<file path="src/rtl/abft_checksum_gen_if.sv">
`default_nettype none
// ============================================================================
//  Module      : abft_checksum_gen_if
//  Description : Bus bundle for the ABFT checksum generator. Carries the
//                element-pair input stream (valid/ready/last + A/B element),
//                the result handshake (out_valid/out_ready), the column and
//                row checksums c1..c4 / r1..r4, the checksum products p1..p4
//                and the framing-error pulse.
//                master : the side that feeds elements and consumes results
//                slave  : the checksum generator itself
//  Revision    : 1.0 - initial release
// ============================================================================
interface abft_checksum_gen_if #(
    parameter int ELEM_W = 6
);
    logic              in_valid;
    logic              in_ready;
    logic              in_last;
    logic [ELEM_W-1:0] a_elem;
    logic [ELEM_W-1:0] b_elem;
    logic              out_valid;
    logic              out_ready;
    logic [7:0]        c1, c2, c3, c4;
    logic [7:0]        r1, r2, r3, r4;
    logic [15:0]       p1, p2, p3, p4;
    logic              frame_err;

    modport master (
        output in_valid, in_last, a_elem, b_elem, out_ready,
        input  in_ready, out_valid,
        input  c1, c2, c3, c4, r1, r2, r3, r4, p1, p2, p3, p4,
        input  frame_err
    );

    modport slave (
        input  in_valid, in_last, a_elem, b_elem, out_ready,
        output in_ready, out_valid,
        output c1, c2, c3, c4, r1, r2, r3, r4, p1, p2, p3, p4,
        output frame_err
    );
endinterface
`default_nettype wire

</file>
<file path="src/rtl/abft_checksum_gen.sv">
`default_nettype none
// ============================================================================
//  Module      : abft_checksum_gen
//  Description : Consumes a 16-beat row-major frame of (A, B) element pairs
//                of a 4x4 matrix product, builds the column sums of A and the
//                row sums of B, then forms p_k = c_k * r_k over four cycles
//                with one shared 8x8 multiplier and presents the results on a
//                valid/ready handshake.
//  Ports       : clk  - clock, rising edge
//                rst  - asynchronous, active-low reset
//                bus  - abft_checksum_gen_if.slave (input stream, results,
//                       frame_err pulse)
//  Revision    : 1.0 - initial release
// ============================================================================
module abft_checksum_gen #(
    parameter int ELEM_W = 6
) (
    input  wire logic           clk,
    input  wire logic           rst,
    abft_checksum_gen_if.slave  bus
);

    localparam logic [1:0] c_idle = 2'd0;
    localparam logic [1:0] c_load = 2'd1;
    localparam logic [1:0] c_mult = 2'd2;
    localparam logic [1:0] c_done = 2'd3;

    logic [1:0]  r_state;
    logic [3:0]  r_idx;
    logic [1:0]  r_mcnt;
    logic [7:0]  r_csum [4];
    logic [7:0]  r_rsum [4];
    logic [7:0]  r_c    [4];
    logic [7:0]  r_r    [4];
    logic [15:0] r_p    [4];
    logic        r_in_ready;
    logic        r_out_valid;
    logic        r_frame_err;

    logic        w_accept;
    logic        w_last_idx;
    logic        w_viol;
    logic [1:0]  w_col;
    logic [1:0]  w_row;
    logic [7:0]  w_a_ext;
    logic [7:0]  w_b_ext;
    logic [7:0]  w_csum_upd;
    logic [7:0]  w_rsum_upd;
    logic [15:0] w_prod;

    // in_ready is registered, so it is only ever high in IDLE/LOAD
    assign w_accept   = bus.in_valid & r_in_ready;
    assign w_last_idx = (r_idx == 4'd15);
    // in_last must coincide exactly with beat 15
    assign w_viol     = bus.in_last ^ w_last_idx;
    assign w_col      = r_idx[1:0];
    assign w_row      = r_idx[3:2];
    assign w_a_ext    = {{(8-ELEM_W){1'b0}}, bus.a_elem};
    assign w_b_ext    = {{(8-ELEM_W){1'b0}}, bus.b_elem};

    // First touch of an accumulator in the frame loads instead of adding,
    // which removes the need for a clear cycle between frames.
    assign w_csum_upd = (w_row == 2'd0) ? w_a_ext : r_csum[w_col] + w_a_ext;
    assign w_rsum_upd = (w_col == 2'd0) ? w_b_ext : r_rsum[w_row] + w_b_ext;

    // Shared multiplier, operand selected by the MULT cycle count
    assign w_prod = {8'd0, r_c[r_mcnt]} * {8'd0, r_r[r_mcnt]};

    always_ff @(posedge clk or negedge rst) begin
        if (!rst) begin
            r_state     <= c_idle;
            r_idx       <= 4'd0;
            r_mcnt      <= 2'd0;
            r_in_ready  <= 1'b0;
            r_out_valid <= 1'b0;
            r_frame_err <= 1'b0;
            for (int k = 0; k < 4; k++) begin
                r_csum[k] <= 8'd0;
                r_rsum[k] <= 8'd0;
                r_c[k]    <= 8'd0;
                r_r[k]    <= 8'd0;
                r_p[k]    <= 16'd0;
            end
        end else begin
            r_frame_err <= 1'b0;
            case (r_state)
                c_idle, c_load: begin
                    if (w_accept) begin
                        r_csum[w_col] <= w_csum_upd;
                        r_rsum[w_row] <= w_rsum_upd;
                        if (w_viol) begin
                            // Drop the frame; published outputs are untouched
                            r_frame_err <= 1'b1;
                            r_state     <= c_idle;
                            r_idx       <= 4'd0;
                            r_in_ready  <= 1'b1;
                        end else if (w_last_idx) begin
                            // Publish sums including this final beat
                            for (int k = 0; k < 4; k++) begin
                                r_c[k] <= (2'(k) == w_col) ? w_csum_upd : r_csum[k];
                                r_r[k] <= (2'(k) == w_row) ? w_rsum_upd : r_rsum[k];
                            end
                            r_state    <= c_mult;
                            r_idx      <= 4'd0;
                            r_mcnt     <= 2'd0;
                            r_in_ready <= 1'b0;
                        end else begin
                            r_idx      <= r_idx + 4'd1;
                            r_state    <= c_load;
                            r_in_ready <= 1'b1;
                        end
                    end else begin
                        // Also raises in_ready on the first edge after reset
                        r_in_ready <= 1'b1;
                    end
                end
                c_mult: begin
                    r_p[r_mcnt] <= w_prod;
                    r_mcnt      <= r_mcnt + 2'd1;
                    if (r_mcnt == 2'd3) begin
                        r_state     <= c_done;
                        r_out_valid <= 1'b1;
                    end
                end
                c_done: begin
                    if (bus.out_ready) begin
                        r_state     <= c_idle;
                        r_out_valid <= 1'b0;
                        r_in_ready  <= 1'b1;
                    end
                end
                default: begin
                    r_state    <= c_idle;
                    r_idx      <= 4'd0;
                    r_in_ready <= 1'b0;
                end
            endcase
        end
    end

    assign bus.in_ready  = r_in_ready;
    assign bus.out_valid = r_out_valid;
    assign bus.frame_err = r_frame_err;
    assign bus.c1 = r_c[0];
    assign bus.c2 = r_c[1];
    assign bus.c3 = r_c[2];
    assign bus.c4 = r_c[3];
    assign bus.r1 = r_r[0];
    assign bus.r2 = r_r[1];
    assign bus.r3 = r_r[2];
    assign bus.r4 = r_r[3];
    assign bus.p1 = r_p[0];
    assign bus.p2 = r_p[1];
    assign bus.p3 = r_p[2];
    assign bus.p4 = r_p[3];

endmodule
`default_nettype wire
</file>
<file path="src/flat_wrapper.sv">
// flat-port wrapper written by rule: the top's interface ports become plain ports
module abft_checksum_gen_flat 
#(
    parameter int ELEM_W = 6
)
  (clk, rst, bus_in_valid, bus_in_last, bus_a_elem, bus_b_elem, bus_out_ready, bus_in_ready, bus_out_valid, bus_c1, bus_c2, bus_c3, bus_c4, bus_r1, bus_r2, bus_r3, bus_r4, bus_p1, bus_p2, bus_p3, bus_p4, bus_frame_err);
  abft_checksum_gen_if #(.ELEM_W(ELEM_W)) bus_i ();
  input  wire logic clk;
  input  wire logic rst;
  input wire logic [$bits(bus_i.in_valid)-1:0] bus_in_valid;
  input wire logic [$bits(bus_i.in_last)-1:0] bus_in_last;
  input wire logic [$bits(bus_i.a_elem)-1:0] bus_a_elem;
  input wire logic [$bits(bus_i.b_elem)-1:0] bus_b_elem;
  input wire logic [$bits(bus_i.out_ready)-1:0] bus_out_ready;
  output wire logic [$bits(bus_i.in_ready)-1:0] bus_in_ready;
  output wire logic [$bits(bus_i.out_valid)-1:0] bus_out_valid;
  output wire logic [$bits(bus_i.c1)-1:0] bus_c1;
  output wire logic [$bits(bus_i.c2)-1:0] bus_c2;
  output wire logic [$bits(bus_i.c3)-1:0] bus_c3;
  output wire logic [$bits(bus_i.c4)-1:0] bus_c4;
  output wire logic [$bits(bus_i.r1)-1:0] bus_r1;
  output wire logic [$bits(bus_i.r2)-1:0] bus_r2;
  output wire logic [$bits(bus_i.r3)-1:0] bus_r3;
  output wire logic [$bits(bus_i.r4)-1:0] bus_r4;
  output wire logic [$bits(bus_i.p1)-1:0] bus_p1;
  output wire logic [$bits(bus_i.p2)-1:0] bus_p2;
  output wire logic [$bits(bus_i.p3)-1:0] bus_p3;
  output wire logic [$bits(bus_i.p4)-1:0] bus_p4;
  output wire logic [$bits(bus_i.frame_err)-1:0] bus_frame_err;
  assign bus_i.in_valid = bus_in_valid;
  assign bus_i.in_last = bus_in_last;
  assign bus_i.a_elem = bus_a_elem;
  assign bus_i.b_elem = bus_b_elem;
  assign bus_i.out_ready = bus_out_ready;
  assign bus_in_ready = bus_i.in_ready;
  assign bus_out_valid = bus_i.out_valid;
  assign bus_c1 = bus_i.c1;
  assign bus_c2 = bus_i.c2;
  assign bus_c3 = bus_i.c3;
  assign bus_c4 = bus_i.c4;
  assign bus_r1 = bus_i.r1;
  assign bus_r2 = bus_i.r2;
  assign bus_r3 = bus_i.r3;
  assign bus_r4 = bus_i.r4;
  assign bus_p1 = bus_i.p1;
  assign bus_p2 = bus_i.p2;
  assign bus_p3 = bus_i.p3;
  assign bus_p4 = bus_i.p4;
  assign bus_frame_err = bus_i.frame_err;
  abft_checksum_gen #(.ELEM_W(ELEM_W)) u_core (.clk(clk), .rst(rst), .bus(bus_i));
endmodule
</file>
<file path="config.mk">
export PLATFORM = sky130hd
export DESIGN_NAME = abft_checksum_gen_flat
export DESIGN_NICKNAME = d
export VERILOG_FILES = /design/src/rtl/abft_checksum_gen_if.sv /design/src/rtl/abft_checksum_gen.sv /design/src/flat_wrapper.sv
export SDC_FILE = /design/constraint.sdc
export NUM_CORES = 1
export LEC_CHECK = 0
export CAP_MARGIN = 20
export CELL_PAD_IN_SITES_DETAIL_PLACEMENT = 1
export CELL_PAD_IN_SITES_GLOBAL_PLACEMENT = 1
export CORE_MARGIN = 1
export CORE_UTILIZATION = 40
export DETAILED_ROUTE_END_ITERATION = 16
export PLACE_DENSITY = 0.86
export SETUP_SLACK_MARGIN = 0.4
export SYNTH_ARGS = -nofsm -noshare
export SYNTH_HDL_FRONTEND = slang
export SYNTH_SLANG_ARGS = --single-unit
</file>
<file path="constraint.sdc">
create_clock -name clk -period 11.1 [get_ports clk]
set_input_delay 3.33 -clock clk [delete_from_list [all_inputs] [get_ports clk]]
set_output_delay 3.33 -clock clk [all_outputs]
set_load 0.005 [all_outputs]
</file>
; Word-level counts from Yosys, hierarchy flattened
; Index checks and enable logic that the tools add are counted.
[classes]
n_addsub = 4
mul = 1
n_lt_le_gt_ge = 6
eq_ne = 16
n_mux = 54
n_bitwise = 6
n_reduce_logical = 16
[ops]
columns = op, n
row1 = 8-bit 2-to-1 mux, 20
row2 = 8-bit binary-select mux with 2-bit select, 4
row3 = 32-bit bitwise mux, 2
row4 = 64-bit bitwise mux, 1
row5 = 16-bit demux with 2-bit select, 1
row6 = 8-bit demux with 2-bit select, 2
row7 = 8-bit by 6-bit adder with 8-bit output, 2
row8 = 8-bit by 8-bit multiplier with 16-bit output, 1
row9 = 16-bit 2-to-1 mux, 1
row10 = 2-bit 2-to-1 mux, 8
row11 = 3-bit greater-or-equal comparator (second input constant), 3
row12 = 3-bit by 1-bit less-than comparator with 1-bit output (second input constant), 3
row13 = 1-bit 2-to-1 mux, 9
row14 = 2-bit inverter with 3-bit output, 3
row15 = 2-bit equality test (first input constant), 4
row16 = 4-bit 2-to-1 mux, 2
row17 = 4-bit AND reduction, 2
row18 = 2-bit equality test (second input constant), 3
row19 = 2-bit logical NOT, 3
row20 = 2-bit by 1-bit != test with 1-bit output (second input constant), 3
row21 = 2-bit one-hot mux with 3 select lines, 1
row22 = 3-bit AND reduction, 2
row23 = 2-bit nonzero test, 3
row24 = 4-bit by 1-bit adder with 4-bit output (second input constant), 1
row25 = other kinds (13), 19
[word_totals]
register_bits = 203
inputBits = 17
output_inout_bits = 131

; Logic depth before layout (Yosys ltp)
; Gate-level depths: netlist (run 1).
[logic_depth]
depth_word = 7
ltp_mapped = 19
ltp_nobuf = 16

; Least setup slack after synthesis (run 1)
; No wires, ideal clock.
[synth_timing]
path_type = reg2reg
startpoint = reg u_core.r_mcnt[0]
endpoint = reg u_core.r_p (netlist bit u_core.bus.p1[14])
setup_time_ns = 0.143
arrival_time_ns = 5.325
required_time_ns = 10.957
path_slack_ns = 5.633
path_stages_with_launch = 18
synth_period_minus_slack_ns = 5.467
path_cell_list = dfrtp_1 > buf_2 > buf_2 > mux4_2 > and2_1 > fa_1 > fa_1 > fa_1 > inv_1 > fa_1 > inv_1 > ha_1 > clkbuf_1 > a211oi_1 > nor2_1 > o31a_1 > nor4_1 > o31ai_1
[synth_via]
elab_chain_cells = 6
elab_cells_between_ends = 14
[synth_rtl]
columns = element, line_no
row1 = start: declaration, abft_checksum_gen.sv:30  ; logic [1:0] r_mcnt;
row2 = start signal: assignment, abft_checksum_gen.sv:119  ; r_mcnt <= r_mcnt + 2'd1;
row3 = 2-bit inverter with 3-bit output (implied by the code) (*), "abft_checksum_gen.sv:67, abft_checksum_gen.sv:118"
row4 = 8-bit binary-select mux with 2-bit select (tied with other cells), abft_checksum_gen.sv:67  ; assign w_prod = {8'd0, r_c[r_mcnt]} * {8'd0, r_r[r_mcnt]};
row5 = 8-bit 2-to-1 mux (implied by the code) / 1-bit logical AND (equally long branches), "abft_checksum_gen.sv:67, abft_checksum_gen.sv:118"
row6 = 8-bit 2-to-1 mux (implied by the code) / 16-bit 2-to-1 mux (equally long branches), "abft_checksum_gen.sv:67, abft_checksum_gen.sv:118"
row7 = 8-bit by 8-bit multiplier with 16-bit output / 16-bit demux with 2-bit select (equally long branches), "abft_checksum_gen.sv:67, abft_checksum_gen.sv:118"
row8 = 64-bit bitwise mux (*), abft_checksum_gen.sv:118  ; r_p[r_mcnt] <= w_prod;
row9 = end signal: indexed assignment, abft_checksum_gen.sv:118
row10 = end: declaration, abft_checksum_gen.sv:35  ; logic [15:0] r_p [4];
; Mark *: on every way between the ends. The rest lies on a longest branch, timed or not. The select of a mux whose other input is x is not followed.
; A chain may end at the register's enable or synchronous reset.

; Final worst setup path (run 1)
[layout_timing]
startpoint = in bus_in_last
endpoint = reg u_core.r_c (netlist bit u_core.bus.c1[3])
[layout_via]
elab_chain_cells = 3
[layout_rtl]
columns = element, line_no
row1 = start: declaration, flat_wrapper.sv:11  ; input wire logic [$bits(bus_i.in_last)-1:0] bus_in_last;
row2 = 1-bit bitwise XOR, abft_checksum_gen.sv:55  ; assign w_viol = bus.in_last ^ w_last_idx;
row3 = 1-bit inverter (no source line), n/a
row4 = 4-bit AND reduction (no source line), n/a
row5 = end signal: indexed assignment, abft_checksum_gen.sv:100  ; r_c[k] <= (2'(k) == w_col) ? w_csum_upd : r_csum[k];
row6 = end: declaration, abft_checksum_gen.sv:33  ; logic [7:0] r_c [4];
; No other way between the ends.

==> flow_metrics.tcl, run 1 <==
set metrics [dict create \
    drive_above_1_share 0.08233 \
    ys.flop_type "dfrtp_1" \
    syn_to_final_growth_pct 22.11 \
    drtIter0Drc 654 \
    hold_path_depth 2 \
    vias_per_cell 5.623 \
    m1WireLength_um 14580 \
    synth-compound-area-share 0.1427 \
    rows 62 \
    post-route-period-util 0.5454 \
    synth_nets 1299 \
    overflow 0 \
    cp_max_fo 52 \
    hold_buffers 0 \
    maxSlewHeadroom 0.2512 \
    met3_length_um 1822 \
    r2r-end "u_core.bus.p3[14]$_DFFE_PN0P_" \
    slowest_delay_ns 0.67 \
    fillerInstances 3186 \
    die_h_um 173.3 \
    grt_pass1_vias 10367 \
    insertion_delay_ns 0.52 \
    drc 0 \
    syn-cell-area_mm2 0.01173 \
    final_common_cell "nand2_1" \
    drt_pass1_iterations 5 \
    post-place-ws_ns 4.060 \
    antenna_found_initial 1 \
    hold_viol 0 \
    drv_cap 0 \
    hold_class "reg -> reg" \
    synth_cell_types 58 \
    rsz0062_at_grt "no" \
    grt_usage 0.2390 \
    muxShareOfSynthArea 0.08713 \
    post_cts_buffers 0 \
    power_density_mw_per_mm2 139.0 \
    wl_per_cell_um 20.68 \
    worst_pin_slew_ns 1.123 \
    path_clk_slew_ns 0.06 \
    cp_top_family "simple AND/OR/NAND/NOR gates" \
    hpwl_um 24680 \
    leakage_nw 6.480 \
    grt_max_degree 97 \
    slowest_stage "nand2_2" \
    io_pins 148 \
    gp_congestion 0.8196 \
    synth-xor-area-share 0.01109 \
    die_x_um 173.3 \
    async_flop_share 1.000 \
    path_class "in -> reg" \
    reg2regPathDepth 14 \
    wl_met2_um 17820 \
    synth_simple_gate_area_share 0.1558 \
    clock_skew_ns 0.01936 \
    crit_path_cell_trace "clkdlybuf4s50_1 -> inv_1 -> ha_1 -> nor4bb_1 -> nand2_2 -> buf_4 -> a21oi_1 -> o21ai_0" \
    required_ns 11.46 \
    insertedDiodeCount 0 \
    port_buffers 147 \
    syn_inst 1186 \
    status "complete, no violations" \
    ant_nets 0 \
    synth_adder_area_share 0.1267 \
    root_buffer "clkbuf_16" \
    synth-edff-count 0 \
    grt_first_pass_wirelength_um 57140 \
    maxUsedRoutingLayer "met5" \
    initial_core_util 0.4077 \
    numCtsBuffers 23 \
    fmax_mhz 165.2 \
    critPathBufInv 3 \
    cts_tree "yes" \
    clockBufferDepth 3 \
    finalNetCount 1420 \
    wirelength_um 35320 \
    syn_area_per_cell_um2 9.892 \
    worst_slack_ns 5.046 \
    htree_levels 1 \
    cp-end-kind "flip-flop" \
    worstHoldStart "u_core.r_csum[2]$_DFFE_PN0P_" \
    dr_total_vias 9604 \
    setup_tns_ns 0 \
    final_cell_mix "231 x nand2_1, 203 x dfrtp_1, 152 x o21ai_0" \
    ir_worst_vdd_mv 0.07434 \
    slew_viol_final 0 \
    clock_sinks 203 \
    ys_ff_latch 203 \
    arrival_ns 6.42 \
    start_kind "input pin" \
    r2r_start "u_core.r_mcnt[1]$_DFFE_PN0P_" \
    timing.final.crit_period_ns 6.054 \
    setup-violations-final 0 \
    yosysWarnings 0 \
    yosysSeqAreaShare 0.4330 \
    dieArea_mm2 0.03002 \
    postCtsResizedCells 0 \
    reg2reg_slack_ns 5.07 \
    synth_top_family_by_area "simple AND/OR/NAND/NOR gates" \
    coreArea_mm2 0.02878 \
    worstHoldEndpoint "u_core.r_csum[2]$_DFFE_PN0P_" \
]
==> worst max-delay path by stage <==
| stage | end | cells past startpoint | from | slack (ns) |
|---|---|---|---|---|
| after global placement | u_core.bus.c1[5]$_DFFE_PN0P_ | 8 | bus_in_last | 4.30 |
| after global routing | u_core.bus.c2[3]$_DFFE_PN0P_ | 8 | bus_in_last | 4.83 |
| after detailed placement | u_core.bus.c1[3]$_DFFE_PN0P_ | 8 | bus_in_last | 4.06 |
| after CTS | u_core.bus.c2[3]$_DFFE_PN0P_ | 8 | bus_in_last | 4.55 |
| after floorplan | u_core.bus.p1[14]$_DFFE_PN0P_ | 17 | u_core.r_mcnt[0]$_DFFE_PN0P_ | 5.63 |
| final | u_core.bus.c1[3]$_DFFE_PN0P_ | 8 | bus_in_last | 5.05 |
==> sequential cells by signal, indices dropped and copies added (netlist names) <==
| register | cells |
|---|---|
| u_core.r_csum | 32 |
| u_core.r_rsum | 32 |
| u_core.bus.p1 | 16 |
| u_core.bus.p2 | 16 |
| u_core.bus.p3 | 16 |
| u_core.bus.p4 | 16 |
| u_core.bus.c1 | 8 |
| u_core.bus.c2 | 8 |
| u_core.bus.c3 | 8 |
| u_core.bus.c4 | 8 |
| u_core.bus.r1 | 8 |
| u_core.bus.r2 | 8 |
| u_core.bus.r3 | 8 |
| u_core.bus.r4 | 8 |
| u_core.r_idx | 4 |
| u_core.r_mcnt | 2 |
| u_core.r_state | 2 |
| u_core.bus.frame_err | 1 |
| u_core.bus.in_ready | 1 |
| u_core.bus.out_valid | 1 |
==> Yosys cell counts, types with 3 or more instances <==
cell type | instances | area share
or4_1 | 3 | 0.0019
nand2b_1 | 4 | 0.0021
a21oi_1 | 45 | 0.019
nor2_1 | 36 | 0.012
or3_1 | 3 | 0.0016
inv_1 | 67 | 0.021
and2_1 | 52 | 0.028
a31oi_1 | 6 | 0.0032
xor2_1 | 9 | 0.0067
mux4_2 | 31 | 0.060
mux2i_1 | 14 | 0.012
o31ai_1 | 30 | 0.019
o211ai_1 | 7 | 0.0045
nand4b_1 | 5 | 0.0037
nor3b_1 | 3 | 0.0019
buf_2 | 14 | 0.0060
a211o_1 | 4 | 0.0030
nor3_1 | 16 | 0.0068
and3_1 | 6 | 0.0032
a21o_1 | 8 | 0.0051
clkbuf_1 | 46 | 0.015
o31ai_2 | 4 | 0.0043
dfrtp_1 | 203 | 0.43
o21ai_0 | 152 | 0.065
nor2b_1 | 6 | 0.0032
xnor2_1 | 4 | 0.0030
o31a_1 | 4 | 0.0030
fa_1 | 38 | 0.065
nand4_1 | 7 | 0.0037
mux2_2 | 14 | 0.013
a311oi_1 | 3 | 0.0022
nand2_1 | 232 | 0.074
ha_1 | 58 | 0.062
nand3_1 | 19 | 0.0081
o21a_1 | 6 | 0.0038
==> tightest hold or removal path, delay by kind of cell (launching register included) <==
kind / cells / cell delay (ns)
AO/OA/AOI/OAI: 1 / 0.06
flip-flops: 1 / 0.34
AND/OR/NAND/NOR: 1 / 0.05
==> report_power, final <==
part	total, mW	internal [mW]	leakage [nW]	switching [mW]
sequential	0.863	0.802	2.76	0.0603
clock	0.780	0.465	0.383	0.315
combinational	0.348	0.131	3.34	0.218
total	1.99	1.40	6.48	0.593
==> per-stage QoR <==
stage | cell area (µm²) | utilization | hold slack (ns) | power [mW] | std cells
2_1_floorplan | 11730 | - | 0.4433 | 1.089 | 1186
3_3_place_gp | 13510 | 0.4694 | 0.4564 | 1.183 | 1664
3_5_place_dp | 13510 | 0.4694 | 0.4657 | 1.209 | 1664
4_1_cts | 14290 | 0.4967 | 0.4801 | 2.000 | 1706
5_1_grt | 14330 | 0.4978 | 0.4994 | 2.077 | 1708
6_report | 14330 | 0.4978 | 0.4786 | 1.991 | 1708
==> cell type report <==
cell class	instances	area, µm²	share of cell area
Multi-Input combinational cell	852	6148	0.4292
Inverter	69	259.0	0.01808
Tap cell	384	480.5	0.03354
Timing Repair Buffer	158	1575	0.1100
Clock buffer	35	710.7	0.04961
Clock inverter	7	72.57	0.005066
Sequential cell	203	5080	0.3546
==> metal layers <==
metal  GRT usage  up-vias
met3     0.03333       82
li1            -     4346
met1      0.3013     4879
met2      0.4170      295
met4     0.08813        2
met5           0        -
==> kinds of logic after synthesis <==
| logic type | after synthesis |
|---|---|
| AO/OA/AOI/OAI | 281 |
| XOR/XNOR | 14 |
| adder cells (fa/ha/maj) | 96 |
| buffers and inverters | 131 |
| flip-flops | 203 |
| multiplexers | 60 |
| AND/OR/NAND/NOR | 401 |
Note: power is estimated with default switching activity, not from simulation.
==> inputs of run 2 (changes only) <==
--- a/config.mk
+++ b/config.mk
@@ -11,7 +11,7 @@
 export CORE_MARGIN = 1
 export CORE_UTILIZATION = 40
 export DETAILED_ROUTE_END_ITERATION = 16
-export PLACE_DENSITY = 0.86
+export PLACE_DENSITY = 0.89
 export SETUP_SLACK_MARGIN = 0.4
 export SYNTH_ARGS = -nofsm -noshare
 export SYNTH_HDL_FRONTEND = slang
==> constraint.sdc (replaced) <==
create_clock -name clk -period 5.4 [get_ports clk]
set_input_delay 1.62 -clock clk [delete_from_list [all_inputs] [get_ports clk]]
set_output_delay 1.62 -clock clk [all_outputs]
set_load 0.005 [all_outputs]
==> flow_metrics.tcl, run 2 (same netlist as run 1, synthesis figures left out) <==
set metrics [dict create \
    arrival_ns 5.58 \
    vias_per_cell 5.769 \
    fillerInstances 3151 \
    hold_class "reg -> reg" \
    wl_per_cell_um 22.93 \
    timing.final.crit_period_ns 5.234 \
    clockBufferDepth 3 \
    htree_levels 1 \
    hold_path_depth 2 \
    rsz0062_at_grt "yes" \
    leakage_nw 6.740 \
    drive_above_1_share 0.1468 \
    drt_pass1_iterations 7 \
    die_x_um 173.3 \
    die_h_um 173.3 \
    cts_tree "yes" \
    post-route-period-util 0.9693 \
    final_cell_mix "229 x nand2_1, 202 x dfrtp_1, 146 x clkdlybuf4s50_1" \
    worst_pin_slew_ns 1.227 \
    io_pins 148 \
    gp_congestion 0.8603 \
    grt_usage 0.2640 \
    reg_top3 "u_core.r_csum: 32 flops, u_core.r_rsum: 32 flops" \
    reg2reg_slack_ns 0.17 \
    numCtsBuffers 23 \
    worstHoldStart "u_core.r_csum[6]$_DFFE_PN0P_" \
    hold_viol 0 \
    grt_max_degree 117 \
    power_density_mw_per_mm2 272.2 \
    seq_area_mm2 0.005081 \
    overflow 0 \
    setup-violations-final 0 \
    dieArea_mm2 0.03002 \
    multi_input_area_mm2 0.006500 \
    coreArea_mm2 0.02878 \
    drv_cap 0 \
    drtIter0Drc 616 \
    slew_viol_final 0 \
    ir_worst_vdd_mv 0.2516 \
    insertion_delay_ns 0.53 \
    status "complete, no violations" \
    ant_nets 0 \
    grt_pass1_vias 10869 \
    setup_tns_ns 0 \
    finalNetCount 1458 \
    fmax_mhz 191.1 \
    port_buffers 147 \
    cp_max_fo 6 \
    worstHoldEndpoint "u_core.r_csum[6]$_DFFE_PN0P_" \
    cp-end-kind "flip-flop" \
    grt_first_pass_wirelength_um 62260 \
    r2r-end "u_core.bus.p1[11]$_DFFE_PN0P_" \
    finish.utilization 0.5228 \
    total_power_mw 4.096 \
    antenna_found_initial 0 \
    hpwl_um 25910 \
    worst_slack_ns 0.1660 \
    path_class "reg -> reg" \
    drc 0 \
    final_common_cell "nand2_1" \
    wirelength_um 40040 \
    syn_to_final_growth_pct 28.25 \
    rows 62 \
    initial_core_util 0.4077 \
    path_clk_slew_ns 0.07 \
    clock_sinks 203 \
    root_buffer "clkbuf_16" \
    maxSlewHeadroom 0.1802 \
    reg2regPathDepth 20 \
    r2r_start "u_core.r_mcnt[0]$_DFFE_PN0P_" \
    insertedDiodeCount 0 \
    post-place-ws_ns 0.06741 \
    start_kind "flip-flop" \
    dr_total_vias 10073 \
    hold_buffers 0 \
    required_ns 5.74 \
    clock_skew_ns 0.01554 \
]
## run 2: cell count changes in the layout (fill, tap and decap cells not counted), moves of 6 or more
cell	before	now
o21ai_0	152	142
inv_2	0	6
o31ai_1	30	21
buf_4	9	37
inv_1	67	61
buf_6	0	6
a21oi_1	45	38
## run 2: repair_timing
| action | CTS | global route |
|---|---|---|
| resized for setup | 38 | 45 |
| gates cloned | 1 | 0 |
| endpoints found under the setup margin | 30 | 36 |
| pin swaps | 31 | 25 |
| buffers inserted | 25 | 6 |
## run 2: critical path, cell delays in order (launching register included)
cell	delay (ns)
dfrtp_2	0.44
buf_12	0.13
buf_16	0.11
mux4_2	0.57
buf_6	0.15
buf_6	0.11
nand2_4	0.05
fa_1	0.43
fa_1	0.58
inv_2	0.05
fa_1	0.48
inv_1	0.05
fa_1	0.52
inv_2	0.05
ha_4	0.29
o211ai_1	0.11
a21oi_2	0.16
buf_6	0.15
a2bb2oi_4	0.20
xnor2_2	0.20
o21ai_0	0.20
## run 2: area by class of cell
type | count | area share
Sequential cell | 203 | 0.3377
Inverter | 69 | 0.01721
Clock buffer | 32 | 0.04449
Multi-Input combinational cell | 852 | 0.4320
Timing Repair Buffer | 196 | 0.1300
Clock inverter | 10 | 0.006735
Tap cell | 384 | 0.03193
## run 2: power by group
group	leakage [nW]	switching [mW]	internal [mW]
Combinational	3.60	0.444	0.268
Clock	0.380	0.688	0.924
Sequential	2.76	0.123	1.65
## run 2: per-stage QoR
stage	cells	hold slack [ns]	instance area (µm²)
2_1_floorplan	1186	0.4433	11780
3_3_place_gp	1671	0.4569	13600
3_5_place_dp	1671	0.4697	13600
4_1_cts	1739	0.4813	14760
5_1_grt	1746	0.5121	15050
6_report	1746	0.4785	15050
## run 2: worst max path at each step
stage	startpoint	to	slack (ns)	cells after the start
6_report	u_core.r_mcnt[0]$_DFFE_PN0P_	u_core.bus.p1[11]$_DFFE_PN0P_	0.17	20
5_1_grt	u_core.r_mcnt[0]$_DFFE_PN0P_	u_core.bus.p1[11]$_DFFE_PN0P_	0.03	20
4_1_cts	u_core.r_mcnt[0]$_DFFE_PN0P_	u_core.bus.p1[15]$_DFFE_PN0P_	0.36	20
3_5_place_dp	u_core.r_mcnt[0]$_DFFE_PN0P_	u_core.bus.p2[13]$_DFFE_PN0P_	0.07	15
3_3_place_gp	u_core.r_mcnt[0]$_DFFE_PN0P_	u_core.bus.p3[13]$_DFFE_PN0P_	0.25	15
2_1_floorplan	u_core.r_mcnt[0]$_DFFE_PN0P_	u_core.bus.p1[14]$_DFFE_PN0P_	0.38	17
## run 2: routing by layer
layer  global-route usage  part of all wire  wire length (µm)
met3              0.04452             0.050              1999
met4               0.1117             0.045              1809
met1               0.3198              0.39             15610
met5                    0                 0                 0
met2               0.4639              0.51             20620
==> inputs of run 3 (changes only) <==
--- a/config.mk
+++ b/config.mk
@@ -11,7 +11,7 @@
 export CORE_MARGIN = 1
 export CORE_UTILIZATION = 40
 export DETAILED_ROUTE_END_ITERATION = 16
-export PLACE_DENSITY = 0.89
+export PLACE_DENSITY = 0.86
 export SETUP_SLACK_MARGIN = 0.4
 export SYNTH_ARGS = -nofsm -noshare
 export SYNTH_HDL_FRONTEND = slang
==> constraint.sdc (replaced) <==
create_clock -name clk -period 5.5 [get_ports clk]
set_input_delay 1.65 -clock clk [delete_from_list [all_inputs] [get_ports clk]]
set_output_delay 1.65 -clock clk [all_outputs]
set_load 0.005 [all_outputs]
==> flow_metrics.tcl, run 3 (same netlist as run 1, synthesis figures left out) <==
set metrics [dict create \
    final_common_cell "nand2_1" \
    clock_sinks 203 \
    hpwl_um 26320 \
    dieArea_mm2 0.03002 \
    cts_tree "yes" \
    cp-startpoint "u_core.r_mcnt[0]$_DFFE_PN0P_" \
    die_h_um 173.3 \
    port_buffers 147 \
    finish.utilization 0.5269 \
    finalNetCount 1466 \
    drtIter0Drc 692 \
    r2r_start "u_core.r_mcnt[0]$_DFFE_PN0P_" \
    worst_pin_slew_ns 1.080 \
    cp_max_fo 7 \
    numCtsBuffers 23 \
    drt_pass1_iterations 4 \
    power_density_mw_per_mm2 269.8 \
    hold_buffers 0 \
    insertion_delay_ns 0.52 \
    met3_length_um 1813 \
    maxUsedRoutingLayer "met4" \
    gp_congestion 0.9036 \
    wl_per_cell_um 22.85 \
    worst_slack_ns 0.3092 \
    status "complete, no violations" \
    final_cell_mix "228 x nand2_1, 202 x dfrtp_1, 146 x clkdlybuf4s50_1" \
    arrival_ns 5.55 \
    syn_to_final_growth_pct 29.25 \
    setup-violations-final 0 \
    rsz0062_at_grt "yes" \
    drv_cap 0 \
    start_kind "flip-flop" \
    placed_area_mm2 0.01357 \
    path_class "reg -> reg" \
    initial_core_util 0.4077 \
    insertedDiodeCount 0 \
    grt_first_pass_wirelength_um 61670 \
    grt_pass1_vias 10866 \
    drc 0 \
    reg_top3 "u_core.r_csum: 32 flops, u_core.r_rsum: 32 flops" \
    hold_ws_ns 0.4800 \
    die_x_um 173.3 \
    post-place-ws_ns 0.07649 \
    post-route-period-util 0.9438 \
    rows 62 \
    overflow 0 \
    maxSlewHeadroom 0.2783 \
    grt_usage 0.2613 \
    leakage_nw 6.831 \
    timing.final.crit_period_ns 5.191 \
    ir_worst_vdd_mv 0.1970 \
    fmax_mhz 192.7 \
    htree_levels 1 \
    io_pins 148 \
    hold_viol 0 \
    required_ns 5.86 \
    drive_above_1_share 0.1557 \
    cp-end-kind "flip-flop" \
    m1WireLength_um 15880 \
    clock_skew_ns 0.01283 \
    grt_max_degree 110 \
    setup_tns_ns 0 \
    wirelength_um 40030 \
    hold_class "reg -> reg" \
    coreArea_mm2 0.02878 \
    dr_total_vias 10098 \
    worstHoldStart "u_core.r_csum[4]$_DFFE_PN0P_" \
    wl_met2_um 20630 \
    path_clk_slew_ns 0.06 \
    clockBufferDepth 3 \
    slew_viol_final 0 \
    ant_nets 0 \
    vias_per_cell 5.764 \
    root_buffer "clkbuf_16" \
    antenna_found_initial 1 \
    stdcell_area_mm2 0.01516 \
]
-- run 3: stage by stage --
step | cells | power [mW]
final | 1752 | 4.091
after global placement | 1668 | 2.384
after detailed placement | 1668 | 2.447
after floorplan | 1186 | 2.198
after CTS | 1733 | 4.102
after global routing | 1752 | 4.247
-- run 3: worst max-delay path, stage by stage, from the launching register on --
cell and delay (ns):
dfrtp_2 0.42, buf_6 0.13, buf_16 0.13, mux4_2 0.62
buf_6 0.17, nand2_4 0.04, fa_1 0.45, fa_1 0.57
inv_2 0.05, fa_1 0.55, inv_2 0.05, fa_1 0.50
inv_2 0.05, ha_4 0.29, o211ai_1 0.12, a21oi_2 0.25
buf_4 0.19, a2bb2oi_4 0.18, xnor2_2 0.16, o21ai_1 0.09
-- run 3: area by class of cell --
type / count / area [µm²]
clock buffers: 28 / 634.4
clock inverters: 12 / 167.7
fillers: 3129 / 13620
inverters: 69 / 259.0
multi-input cells: 852 / 6487
flip-flops and latches: 203 / 5081
well taps: 384 / 480.5
repair buffers: 204 / 2054
-- run 3: power by group --
part | switching, mW | internal [mW] | leakage (nW) | total (mW)
sequential | 0.118 | 1.62 | 2.76 | 1.74
combinational | 0.442 | 0.263 | 3.67 | 0.705
clock | 0.642 | 1.01 | 0.402 | 1.65
-- run 3: worst paths after layout --
kind,depth (start not counted),slack (ns),endpoint
max in group asynchronous,2,3.19,u_core.bus.p2[12]$_DFFE_PN0P_
min in group asynchronous,1,1.20,u_core.r_csum[4]$_DFFE_PN0P_
max reg2reg,19,0.31,u_core.bus.p4[11]$_DFFE_PN0P_
min,2,0.48,u_core.r_csum[4]$_DFFE_PN0P_
min reg2reg,2,0.48,u_core.r_csum[4]$_DFFE_PN0P_
max,19,0.31,u_core.bus.p4[11]$_DFFE_PN0P_
-- run 3: metal layers --
layer	track usage	vias to the layer above
met4	0.1228	0
met2	0.4545	335
met1	0.3206	5223
met3	0.03662	101
li1	-	4439
met5	0	-
-- run 3: repair_timing --
action / 4_1_cts / 5_1_grt
setup endpoints to repair: 30 / 31
pin swaps: 22 / 40
cloned: 1 / 0
gates resized for setup: 35 / 57
setup buffers: 24 / 16
